===== src/rtl/boot_loader_if.sv =====
// rtl/boot_loader_if.sv - EEPROM/SRAM boot bus between the loader and its memories
interface boot_loader_if #(
  parameter int TARGETS = 3,
  parameter int ADDR_W  = 12,
  parameter int DATA_W  = 8,
  parameter int ROM_AW  = 14
);
  logic                reboot;
  logic [ROM_AW-1:0]   rom_addr;
  logic [DATA_W-1:0]   rom_data;
  logic [ADDR_W-1:0]   addr;
  logic [DATA_W-1:0]   data;
  logic [TARGETS-1:0]  n_we;
  logic                n_booted;
  logic                err;

  modport master (
    input  reboot, rom_data,
    output rom_addr, addr, data, n_we, n_booted, err
  );

  modport slave (
    output reboot, rom_data,
    input  rom_addr, addr, data, n_we, n_booted, err
  );
endinterface


===== src/rtl/boot_loader.sv =====
// rtl/boot_loader.sv - copies TARGETS EEPROM images into SRAMs and verifies an additive checksum
module boot_loader #(
  parameter int TARGETS = 3,
  parameter int DEPTH   = 4096,
  parameter int ADDR_W  = 12,
  parameter int DATA_W  = 8,
  parameter int ROM_LAT = 2
) (
  input  logic          clk,
  input  logic          n_rst,
  boot_loader_if.master bus
);
  localparam int ROM_AW = $clog2(TARGETS*DEPTH+1);
  localparam int WAIT_W = (ROM_LAT > 1) ? $clog2(ROM_LAT) : 1;
  localparam int TGT_W  = (TARGETS > 1) ? $clog2(TARGETS) : 1;

  localparam logic [WAIT_W-1:0] LAT_LAST = WAIT_W'(ROM_LAT-1);
  localparam logic [TGT_W-1:0]  TGT_LAST = TGT_W'(TARGETS-1);
  localparam logic [ADDR_W-1:0] OFF_LAST = ADDR_W'(DEPTH-1);

  localparam logic [2:0] FETCH  = 3'd0;
  localparam logic [2:0] SETUP  = 3'd1;
  localparam logic [2:0] STROBE = 3'd2;
  localparam logic [2:0] HOLD   = 3'd3;
  localparam logic [2:0] CHECK  = 3'd4;
  localparam logic [2:0] DONE   = 3'd5;

  logic [2:0]         state;
  logic [WAIT_W-1:0]  wait_cnt;
  logic [TGT_W-1:0]   tgt;
  logic [ADDR_W-1:0]  off;
  logic [DATA_W-1:0]  sum;
  logic [ROM_AW-1:0]  rom_addr_r;
  logic [ADDR_W-1:0]  addr_r;
  logic [DATA_W-1:0]  data_r;
  logic [TARGETS-1:0] n_we_r;
  logic               n_booted_r;
  logic               err_r;

  // Images are contiguous and the checksum byte follows the last image,
  // so the ROM address simply steps by one after every HOLD.
  always_ff @(posedge clk or negedge n_rst) begin
    if (!n_rst) begin
      state      <= FETCH;
      wait_cnt   <= '0;
      tgt        <= '0;
      off        <= '0;
      sum        <= '0;
      rom_addr_r <= '0;
      addr_r     <= '0;
      data_r     <= '0;
      n_we_r     <= '1;
      n_booted_r <= 1'b1;
      err_r      <= 1'b0;
    end else begin
      case (state)
        FETCH: begin
          if (wait_cnt == LAT_LAST) begin
            wait_cnt <= '0;
            data_r   <= bus.rom_data;
            addr_r   <= off;
            sum      <= sum + bus.rom_data;
            state    <= SETUP;
          end else begin
            wait_cnt <= wait_cnt + 1'b1;
          end
        end
        SETUP: begin
          n_we_r <= ~(TARGETS'(1) << tgt);
          state  <= STROBE;
        end
        STROBE: begin
          n_we_r <= '1;
          state  <= HOLD;
        end
        HOLD: begin
          rom_addr_r <= rom_addr_r + 1'b1;
          if (off == OFF_LAST) begin
            off <= '0;
            if (tgt == TGT_LAST) begin
              state <= CHECK;
            end else begin
              tgt   <= tgt + 1'b1;
              state <= FETCH;
            end
          end else begin
            off   <= off + 1'b1;
            state <= FETCH;
          end
        end
        CHECK: begin
          if (wait_cnt == LAT_LAST) begin
            wait_cnt   <= '0;
            err_r      <= (bus.rom_data != sum);
            n_booted_r <= 1'b0;
            state      <= DONE;
          end else begin
            wait_cnt <= wait_cnt + 1'b1;
          end
        end
        DONE: begin
          if (bus.reboot) begin
            wait_cnt   <= '0;
            tgt        <= '0;
            off        <= '0;
            sum        <= '0;
            rom_addr_r <= '0;
            err_r      <= 1'b0;
            n_booted_r <= 1'b1;
            state      <= FETCH;
          end
        end
        default: state <= FETCH;
      endcase
    end
  end

  assign bus.rom_addr = rom_addr_r;
  assign bus.addr     = addr_r;
  assign bus.data     = data_r;
  assign bus.n_we     = n_we_r;
  assign bus.n_booted = n_booted_r;
  assign bus.err      = err_r;
endmodule

===== src/flat_wrapper.sv =====
// flat-port wrapper written by rule: the top's interface ports become plain ports
module boot_loader_flat 
#(
  parameter int TARGETS = 3,
  parameter int DEPTH   = 4096,
  parameter int ADDR_W  = 12,
  parameter int DATA_W  = 8,
  parameter int ROM_LAT = 2
)
  (clk, n_rst, bus_reboot, bus_rom_data, bus_rom_addr, bus_addr, bus_data, bus_n_we, bus_n_booted, bus_err);
  boot_loader_if #(.TARGETS(TARGETS), .ADDR_W(ADDR_W), .DATA_W(DATA_W)) bus_i ();
  input  logic clk;
  input  logic n_rst;
  input wire logic [$bits(bus_i.reboot)-1:0] bus_reboot;
  input wire logic [$bits(bus_i.rom_data)-1:0] bus_rom_data;
  output wire logic [$bits(bus_i.rom_addr)-1:0] bus_rom_addr;
  output wire logic [$bits(bus_i.addr)-1:0] bus_addr;
  output wire logic [$bits(bus_i.data)-1:0] bus_data;
  output wire logic [$bits(bus_i.n_we)-1:0] bus_n_we;
  output wire logic [$bits(bus_i.n_booted)-1:0] bus_n_booted;
  output wire logic [$bits(bus_i.err)-1:0] bus_err;
  assign bus_i.reboot = bus_reboot;
  assign bus_i.rom_data = bus_rom_data;
  assign bus_rom_addr = bus_i.rom_addr;
  assign bus_addr = bus_i.addr;
  assign bus_data = bus_i.data;
  assign bus_n_we = bus_i.n_we;
  assign bus_n_booted = bus_i.n_booted;
  assign bus_err = bus_i.err;
  boot_loader #(.TARGETS(TARGETS), .DEPTH(DEPTH), .ADDR_W(ADDR_W), .DATA_W(DATA_W), .ROM_LAT(ROM_LAT)) u_core (.clk(clk), .n_rst(n_rst), .bus(bus_i));
endmodule

===== config.mk =====
export PLATFORM = sky130hd
export DESIGN_NAME = boot_loader_flat
export DESIGN_NICKNAME = d
export VERILOG_FILES = /design/src/rtl/boot_loader_if.sv /design/src/rtl/boot_loader.sv /design/src/flat_wrapper.sv
export SDC_FILE = /design/constraint.sdc
export NUM_CORES = 1
export LEC_CHECK = 0
export ABC_AREA = 1
export CAP_MARGIN = 20
export CELL_PAD_IN_SITES_DETAIL_PLACEMENT = 0
export CELL_PAD_IN_SITES_GLOBAL_PLACEMENT = 2
export CORE_MARGIN = 10
export CORE_UTILIZATION = 28
export DETAILED_ROUTE_END_ITERATION = 6
export GPL_ROUTABILITY_DRIVEN = 0
export GPL_TIMING_DRIVEN = 0
export HOLD_SLACK_MARGIN = 0.05
export PLACE_DENSITY_LB_ADDON = 0.25
export SLEW_MARGIN = 10
export SYNTH_ARGS = -nofsm -noshare
export SYNTH_HDL_FRONTEND = slang
export SYNTH_SLANG_ARGS = --single-unit

===== constraint.sdc =====
create_clock -name clk -period 1.8 [get_ports clk]
set_clock_uncertainty 0.2 [all_clocks]
set_input_delay 0.36 -clock clk [delete_from_list [all_inputs] [get_ports clk]]
set_output_delay 0.36 -clock clk [all_outputs]
set_load 0.05 [all_outputs]

After elaboration in Yosys (flattened, before gate mapping)
Index checks and enable logic that the tools add are counted.
{ "word_totals": {"regBits": 65, "inputBits": 11, "output_inout_bits": 39, "elab_cells": 72} }
{ "op_classes": {"add_sub_neg": 5, "eq_ne": 13, "n_shift": 1, "mux": 27, "bitwise_logic": 1, "n_reduce_logical": 14} }
{ "ops": {"columns": ["operator", "count"], "rows": [
  ["$pmux 14 s2", 1],
  ["$mux 12", 2],
  ["$pmux 12 s2", 1],
  ["$pmux 3 s6", 1],
  ["$mux 8", 2],
  ["$pmux 8 s2", 1],
  ["$mux 3", 5],
  ["$add 14x1->14 const B", 1],
  ["$mux 14", 1],
  ["$add 12x1->12 const B", 1],
  ["$eq 12x12->1 const B", 1],
  ["$reduce_bool 2->1", 5],
  ["$reduce_and 3->1", 3],
  ["$add 8x8->8", 1],
  ["$ne 8x8->1", 1],
  ["$eq 3x2->1 const B", 2],
  ["$eq 3x3->1 const B", 2],
  ["$mux 2", 3],
  ["$ne 2x1->1 const B", 3],
  ["$pmux 1 s2", 3],
  ["$pmux 3 s2", 1],
  ["$reduce_and 2->1", 3],
  ["$mux 1", 5],
  ["$ne 2x2->1 const B", 2],
  ["10 further kinds", 10]
]} }

Depth between registers and ports, before layout
Gate-level depths: netlist of run 1.
{ "logic_depth": {"depth_word": 4, "mapped_depth": 11, "ltp_nobuf": 11} }

Least setup slack after synthesis of run 1
OpenSTA, ideal clock, no wires.
{ "synth_timing": {"path_type": "register -> register", "startpoint": "reg u_core.rom_addr_r[0] (netlist: u_core.bus.rom_addr[0])", "endpoint": "reg u_core.rom_addr_r[10] (netlist: u_core.bus.rom_addr[10])", "setup_ps": 71, "arrival_ps": 1491, "required_time_ps": 1529, "path_slack_ps": 38, "path_stages_with_launch": 8, "path_buffers": 0, "period_less_slack_ps": 1762, "cell_sequence": "dfrtp_1 ha_1 nand3_1 nor2_1 nand3_1 nand2_1 nand2_1 nor2_1"} }
{ "synth_via": {"elab_chain_cells": 2} }
{ "synth_lines": {"columns": ["element", "line", "rtl"], "rows": [
  ["start: declaration", "boot_loader.sv:33", "logic [ROM_AW-1:0] rom_addr_r;"],
  ["start signal: assignment", "boot_loader.sv:77", "rom_addr_r <= rom_addr_r + 1'b1;"],
  ["$add 14x1->14", "boot_loader.sv:77", null],
  ["$pmux 14 s2", "boot_loader.sv:56", "case (state)"]
]} }
No other way between the ends.
A chain may end at the register's enable or synchronous reset.

Worst setup path after layout of run 1
{ "layout_timing": {"startpoint": "reg u_core.sum[0]", "endpoint": "reg u_core.sum[6]"} }
{ "layout_via": {"elab_chain_cells": 3} }
{ "layout_lines": {"columns": ["element", "line", "rtl"], "rows": [
  ["start: declaration", "boot_loader.sv:32", "logic [DATA_W-1:0] sum;"],
  ["start signal: assignment", "boot_loader.sv:62", "sum <= sum + bus.rom_data;"],
  ["$add 8x8->8", "boot_loader.sv:62", null],
  ["$mux 8", "boot_loader.sv:58", "if (wait_cnt == LAT_LAST) begin"],
  ["$pmux 8 s2", "boot_loader.sv:56", null]
]} }
No other way between the ends. The select of a mux whose other input is x is not followed.

==> impl_metrics.json, run 1 <==
{
  "mostFrequentLayoutCell": "nand2_1",
  "period_share": 0.981,
  "instances_no_fill": 660,
  "ys_types": 27,
  "synth_cells": 441,
  "status": "finished, final reports clean",
  "ant_nets": 0,
  "rsz0062_at_grt": "true",
  "port_buffers": 49,
  "synth.top_cell.area_share": 0.452,
  "tightestPinTransition_ns": 0.580,
  "worst-endpoint-arrival_ns": 1.78,
  "cap_violations": 0,
  "startpoint_type": "register",
  "place_inst": 638,
  "ys_seq_area_frac": 0.483,
  "post-route-util": 0.371,
  "yosysTopAreaCell": "dfrtp_1",
  "final_nets": 533,
  "clock_path_buffers": 2,
  "finalMaxSlewViolations": 0,
  "wl_per_cell_um": 13.9,
  "leakagePower_nw": 2.25,
  "cts_sinks": 65,
  "drc": 0,
  "grt_overflow": 0,
  "antenna_found_initial": 0,
  "crit_type": "register to register",
  "finalSetupViolations": 0,
  "grt_pass1_vias": 2949,
  "drt-total-wl_um": 9160,
  "initial_utilization": 0.284,
  "hp-class": "input port to register",
  "synth_edf_count": 0,
  "async_reset_ff_frac": 1.00,
  "synthFlopType": "dfrtp_1",
  "grt_pass1_wl_um": 15200,
  "fmax_mhz": 566,
  "cts_tree": "built",
  "final_cell_mix": "139 x nand2_1, 60 x dfrtp_1, 46 x inv_1",
  "numCtsBuffers": 9,
  "hold_slack_ns": 0.142,
  "yosysWarnings": 0,
  "cts_root_buf": "clkbuf_16",
  "period_needed_ns": 1.77,
  "power_density_nw_per_um2": 1740,
  "ios": 50,
  "slew_headroom": 0.612,
  "hold_violations": 0,
  "end_kind": "register",
  "synth.cell_area_um2": 3380,
  "syn_nets": 465,
  "h-tree-depth": 3,
  "clkLatencyLatePin_ns": 0.33,
  "clkSlewWorstSetupHoldPaths_ns": 0.05,
  "via_per_inst": 4.56,
  "postSynthAreaPerCell_um2": 7.66,
  "yosys_register_bits": 65,
  "num_rows": 40,
  "rrSetupSlack_ns": 0.03,
  "grt_usage": 0.116,
  "syn2layout_area_growth_pct": 30.9,
  "ys_top_cells_by_area": "dfrtp_1 45%, nand2_1 16%, nand3_1 5.9%",
  "die_w_um": 130,
  "drt-initial-drc-count": 178,
  "dp_hpwl_um": 6600,
  "firstDrtPassIters": 4,
  "path_max_fanout": 3,
  "required_ns": 1.82,
  "drive_gt1_frac": 0.162,
  "core_um2": 11900,
  "grt_max_degree": 51,
  "dieHeight_um": 130,
  "antenna_cells": 0,
  "vdd_drop_max_uv": 711,
  "vias": 3010,
  "dieArea_um2": 16900
}
==> cells in the mapped netlist, drive strengths merged (2+ instances only) <==
| cell | number |
|---|---|
| a21oi | 11 |
| a31oi | 3 |
| buf | 4 |
| clkbuf | 4 |
| dfrtp | 61 |
| dfstp | 4 |
| ha | 12 |
| inv | 55 |
| nand2 | 143 |
| nand3 | 41 |
| nand3b | 4 |
| nand4 | 12 |
| nor2 | 46 |
| nor3 | 5 |
| o21ai | 25 |
| or2 | 2 |
| xor2 | 4 |
==> power breakdown <==
group	total, mW	internal (mW)	switching, mW
Clock	1.53	0.924	0.607
Sequential	2.48	2.03	0.454
Combinational	3.70	1.16	2.54
==> cell families after synthesis <==
| family | count (synthesis) | synth area share |
|---|---|---|
| flops | 65 | 0.483 |
| buf+inv | 63 | 0.0722 |
| simple gates | 254 | 0.318 |
| compound gates | 42 | 0.0656 |
| fa+ha+maj | 13 | 0.0504 |
| xor+xnor | 4 | 0.0104 |
==> sequential cells by signal (all words and copies together) (netlist names) <==
signal	count
u_core.off	12
u_core.bus.rom_addr	14
u_core.bus.addr	12
u_core.tgt	2
u_core.bus.n_booted	1
u_core.wait_cnt	1
u_core.bus.err	1
u_core.state	3
u_core.bus.data	8
u_core.bus.n_we	3
u_core.sum	8
==> routing by layer <==
metal,vias to the layer above,GRT usage,share of wire
met5,-,0,0
met4,0,0.0582,0.018
met3,11,0.0349,0.051
met2,54,0.167,0.43
met1,1389,0.153,0.50
li1,1556,-,-
==> cell type report <==
class                           instances  area (um^2)
Clock buffer                           14          244
Tap cell                              147          184
Fill cell                            1269         7490
Multi-Input combinational cell        313         1580
Clock inverter                          1         5.00
Inverter                               55          206
Timing Repair Buffer                   57          526
Sequential cell                        65         1630
Buffer                                  8         47.5
==> per-stage QoR <==
step                      setup WS, ns  setup TNS (ns)  power, mW  area (um^2)
after global placement           -2.32         -158.50       6.21         4050
after floorplan                 0.0379               0       5.00         3380
after detailed placement        -0.603          -11.76       6.24         4080
after CTS                     0.000313               0       7.68         4330
final                           0.0346               0       7.71         4420
after global routing           -0.0732         -0.0912       8.35         4420
==> path summary, 6_finish.rpt <==
| kind | startpoint | end | depth (start not counted) |
|---|---|---|---|
| min in group asynchronous | n_rst | u_core.bus.addr[2] | 2 |
| hold / removal | bus_rom_data[3] | u_core.bus.data[3] | 3 |
| setup reg to reg | u_core.sum[0] | u_core.sum[6] | 11 |
| setup / recovery | u_core.sum[0] | u_core.sum[6] | 11 |
| max in group asynchronous | n_rst | u_core.bus.n_we[0] | 3 |
| hold reg to reg | u_core.bus.data[0] | u_core.bus.data[0] | 2 |
==> critical path, cell delays in order (launching register included) <==
cell	delay [ns]
dfrtp_1	0.35
ha_2	0.18
inv_2	0.04
fa_2	0.35
inv_2	0.07
nand2_2	0.04
nand2_2	0.07
nand3b_1	0.11
nand2_1	0.08
nand2_1	0.05
nand3_1	0.07
nand2_1	0.05
==> timing repair <==
action / in CTS / in global routing
hold buffers: 1 / 0
buffers inserted: 1 / 5
pin swaps: 1 / 3
endpoints found under the setup margin: 49 / 69
cloned: 0 / 0
gates resized for setup: 96 / 47
endpoints found under the hold margin: 61 / 0
Power figures use the tool's default switching activity.
==> run 2, diff against run 1 <==
==> constraint.sdc (replaced) <==
create_clock -name clk -period 1.8 [get_ports clk]
set_clock_uncertainty 0.2 [all_clocks]
set_input_delay 0.36 -clock clk [delete_from_list [all_inputs] [get_ports clk]]
set_output_delay 0.36 -clock clk [all_outputs]
set_load 0.02 [all_outputs]
==> run 2 against run 1 <==
  * Non-clock buffer count did not move
  * First-iteration DRC count is 4.5% higher
  * Wire length about the same
  * Utilization is essentially flat
  * Cell count is the same
  * Via count is essentially flat
  * Clock-buffer cell count did not move
  * Combinational power is 19% lower
  * Die area stayed put
  * Sequential share of layout area is essentially flat
  * Sequential power hardly changed
  * Critical path type unchanged
==> impl_metrics.json, run 2 (synthesis gave the netlist of run 1 again) <==
{
  "firstDrtPassIters": 4,
  "p_clk_frac": 0.219,
  "grt_usage": 0.116,
  "drive_gt1_frac": 0.113,
  "finalMaxSlewViolations": 0,
  "ios": 50,
  "port_buffers": 49,
  "antenna_found_initial": 0,
  "p_seq_frac": 0.354,
  "die_w_um": 130,
  "final_nets": 533,
  "switchingPower_mw": 2.90,
  "ant_nets": 0,
  "num_rows": 40,
  "vdd_drop_max_uv": 476,
  "hold_violations": 0,
  "largest_reg_flops": 14,
  "vias": 3008,
  "clkSlewWorstSetupHoldPaths_ns": 0.05,
  "initial_utilization": 0.284,
  "power_density_nw_per_um2": 1580,
  "final_cell_mix": "139 x nand2_1, 60 x dfrtp_1, 46 x inv_1",
  "path_max_fanout": 3,
  "drt-initial-drc-count": 186,
  "numCtsBuffers": 9,
  "via_per_inst": 4.56,
  "mostFrequentLayoutCell": "nand2_1",
  "grt_pass1_vias": 2950,
  "clock_path_buffers": 2,
  "leakagePower_nw": 2.32,
  "rsz0062_at_grt": "true",
  "startpoint_type": "register",
  "drt-total-wl_um": 9160,
  "core_um2": 11900,
  "antenna_cells": 0,
  "grt_overflow": 0,
  "cap_violations": 0,
  "dieHeight_um": 130,
  "hold_slack_ns": 0.142,
  "clkLatencyLatePin_ns": 0.33,
  "cts_sinks": 65,
  "grt_pass1_wl_um": 15200,
  "wl_per_cell_um": 13.9,
  "cts_root_buf": "clkbuf_16",
  "h-tree-depth": 3,
  "tightestPinTransition_ns": 0.580,
  "syn2layout_area_growth_pct": 31.0,
  "hp-class": "input port to register",
  "status": "finished, final reports clean",
  "p_sw_frac": 0.415,
  "dieArea_um2": 16900,
  "finalSetupViolations": 0,
  "power_frac_comb": 0.427,
  "fmax_mhz": 566,
  "drc": 0,
  "nFillCells": 1267,
  "power_mw": 6.98,
  "worst-endpoint-arrival_ns": 1.78,
  "grt_max_degree": 51,
  "p_int_mw": 4.08,
  "period_needed_ns": 1.77,
  "slew_headroom": 0.612,
  "end_kind": "register",
  "required_ns": 1.82,
  "dp_hpwl_um": 6600,
  "cts_tree": "built",
  "crit_type": "register to register",
  "period_share": 0.981
}
run 2: cell count changes in the layout (fill, tap and decap cells not counted), sizes merged:
cell           delta
clkdlybuf4s15    -22
buf               -5
dlygate4sd2      +34
clkbuf            -7
run 2: power by group through the flow:
| stage | clock network (mW) | registers [mW] | logic (mW) |
|---|---|---|---|
| after CTS | 1.58 | 2.46 | 2.92 |
| after floorplan | 0 | 2.76 | 1.56 |
| after global routing | 1.66 | 2.57 | 3.40 |
| after detailed placement | 0 | 2.48 | 3.07 |
| after global placement | 0 | 2.48 | 3.04 |
| final | 1.53 | 2.47 | 2.98 |
run 2: path summary, 6_finish.rpt:
check                                    from                 end  slack, ns  cells past startpoint
setup / recovery                u_core.sum[0]       u_core.sum[6]       0.03                     11
hold / removal                bus_rom_data[3]  u_core.bus.data[3]       0.14                      3
setup reg to reg                u_core.sum[0]       u_core.sum[6]       0.03                     11
hold reg to reg            u_core.bus.data[3]  u_core.bus.data[3]       0.27                      2
max in group asynchronous               n_rst  u_core.bus.n_we[0]       0.57                      3
min in group asynchronous               n_rst  u_core.bus.addr[2]       0.24                      2
run 2: per-layer routing:
layer  vias up  routed length [um]  GRT usage
met1      1384                4560      0.153
met4         0                 166     0.0582
met5         -                   0          0
li1       1557                   -          -
met2        56                3960      0.167
met3        11                 473     0.0349
run 2: repair_timing:
| action | CTS | global route |
|---|---|---|
| hold buffers | 1 | 0 |
| gates resized for setup | 48 | 26 |
| endpoints found under the setup margin | 49 | 52 |
| setup buffers | 1 | 5 |
| pin swaps | 1 | 3 |
| hold endpoints to repair | 61 | 0 |
| cloned | 0 | 0 |
run 2: cell type report:
class	count	area, um^2	area share
Sequential cell	65	1630	0.369
Multi-Input combinational cell	313	1580	0.356
Timing Repair Buffer	57	527	0.119
Clock buffer	14	244	0.0552
Inverter	55	206	0.0467
Tap cell	147	184	0.0416
Buffer	8	47.5	0.0107
Clock inverter	1	5.00	0.00113
run 2: worst max-delay path, cell delays in order, from the launching register on:
cell and delay (ns):
dfrtp_1 0.35, ha_2 0.18, inv_2 0.04, fa_2 0.35
inv_2 0.07, nand2_2 0.04, nand2_2 0.07, nand3b_1 0.11
nand2_1 0.08, nand2_1 0.05, nand3_1 0.07, nand2_1 0.05
run 2: metrics by stage:
stage,area (um^2),utilization,setup slack (ns),TNS [ns],instances
after floorplan,3380,-,0.0914,0,441
after global placement,4050,0.340,-2.32,-157.94,637
after detailed placement,4080,0.342,-0.603,-11.26,638
after CTS,4320,0.362,0.00375,0,655
after global routing,4420,0.371,-0.0732,-0.0912,660
final,4420,0.371,0.0344,0,660
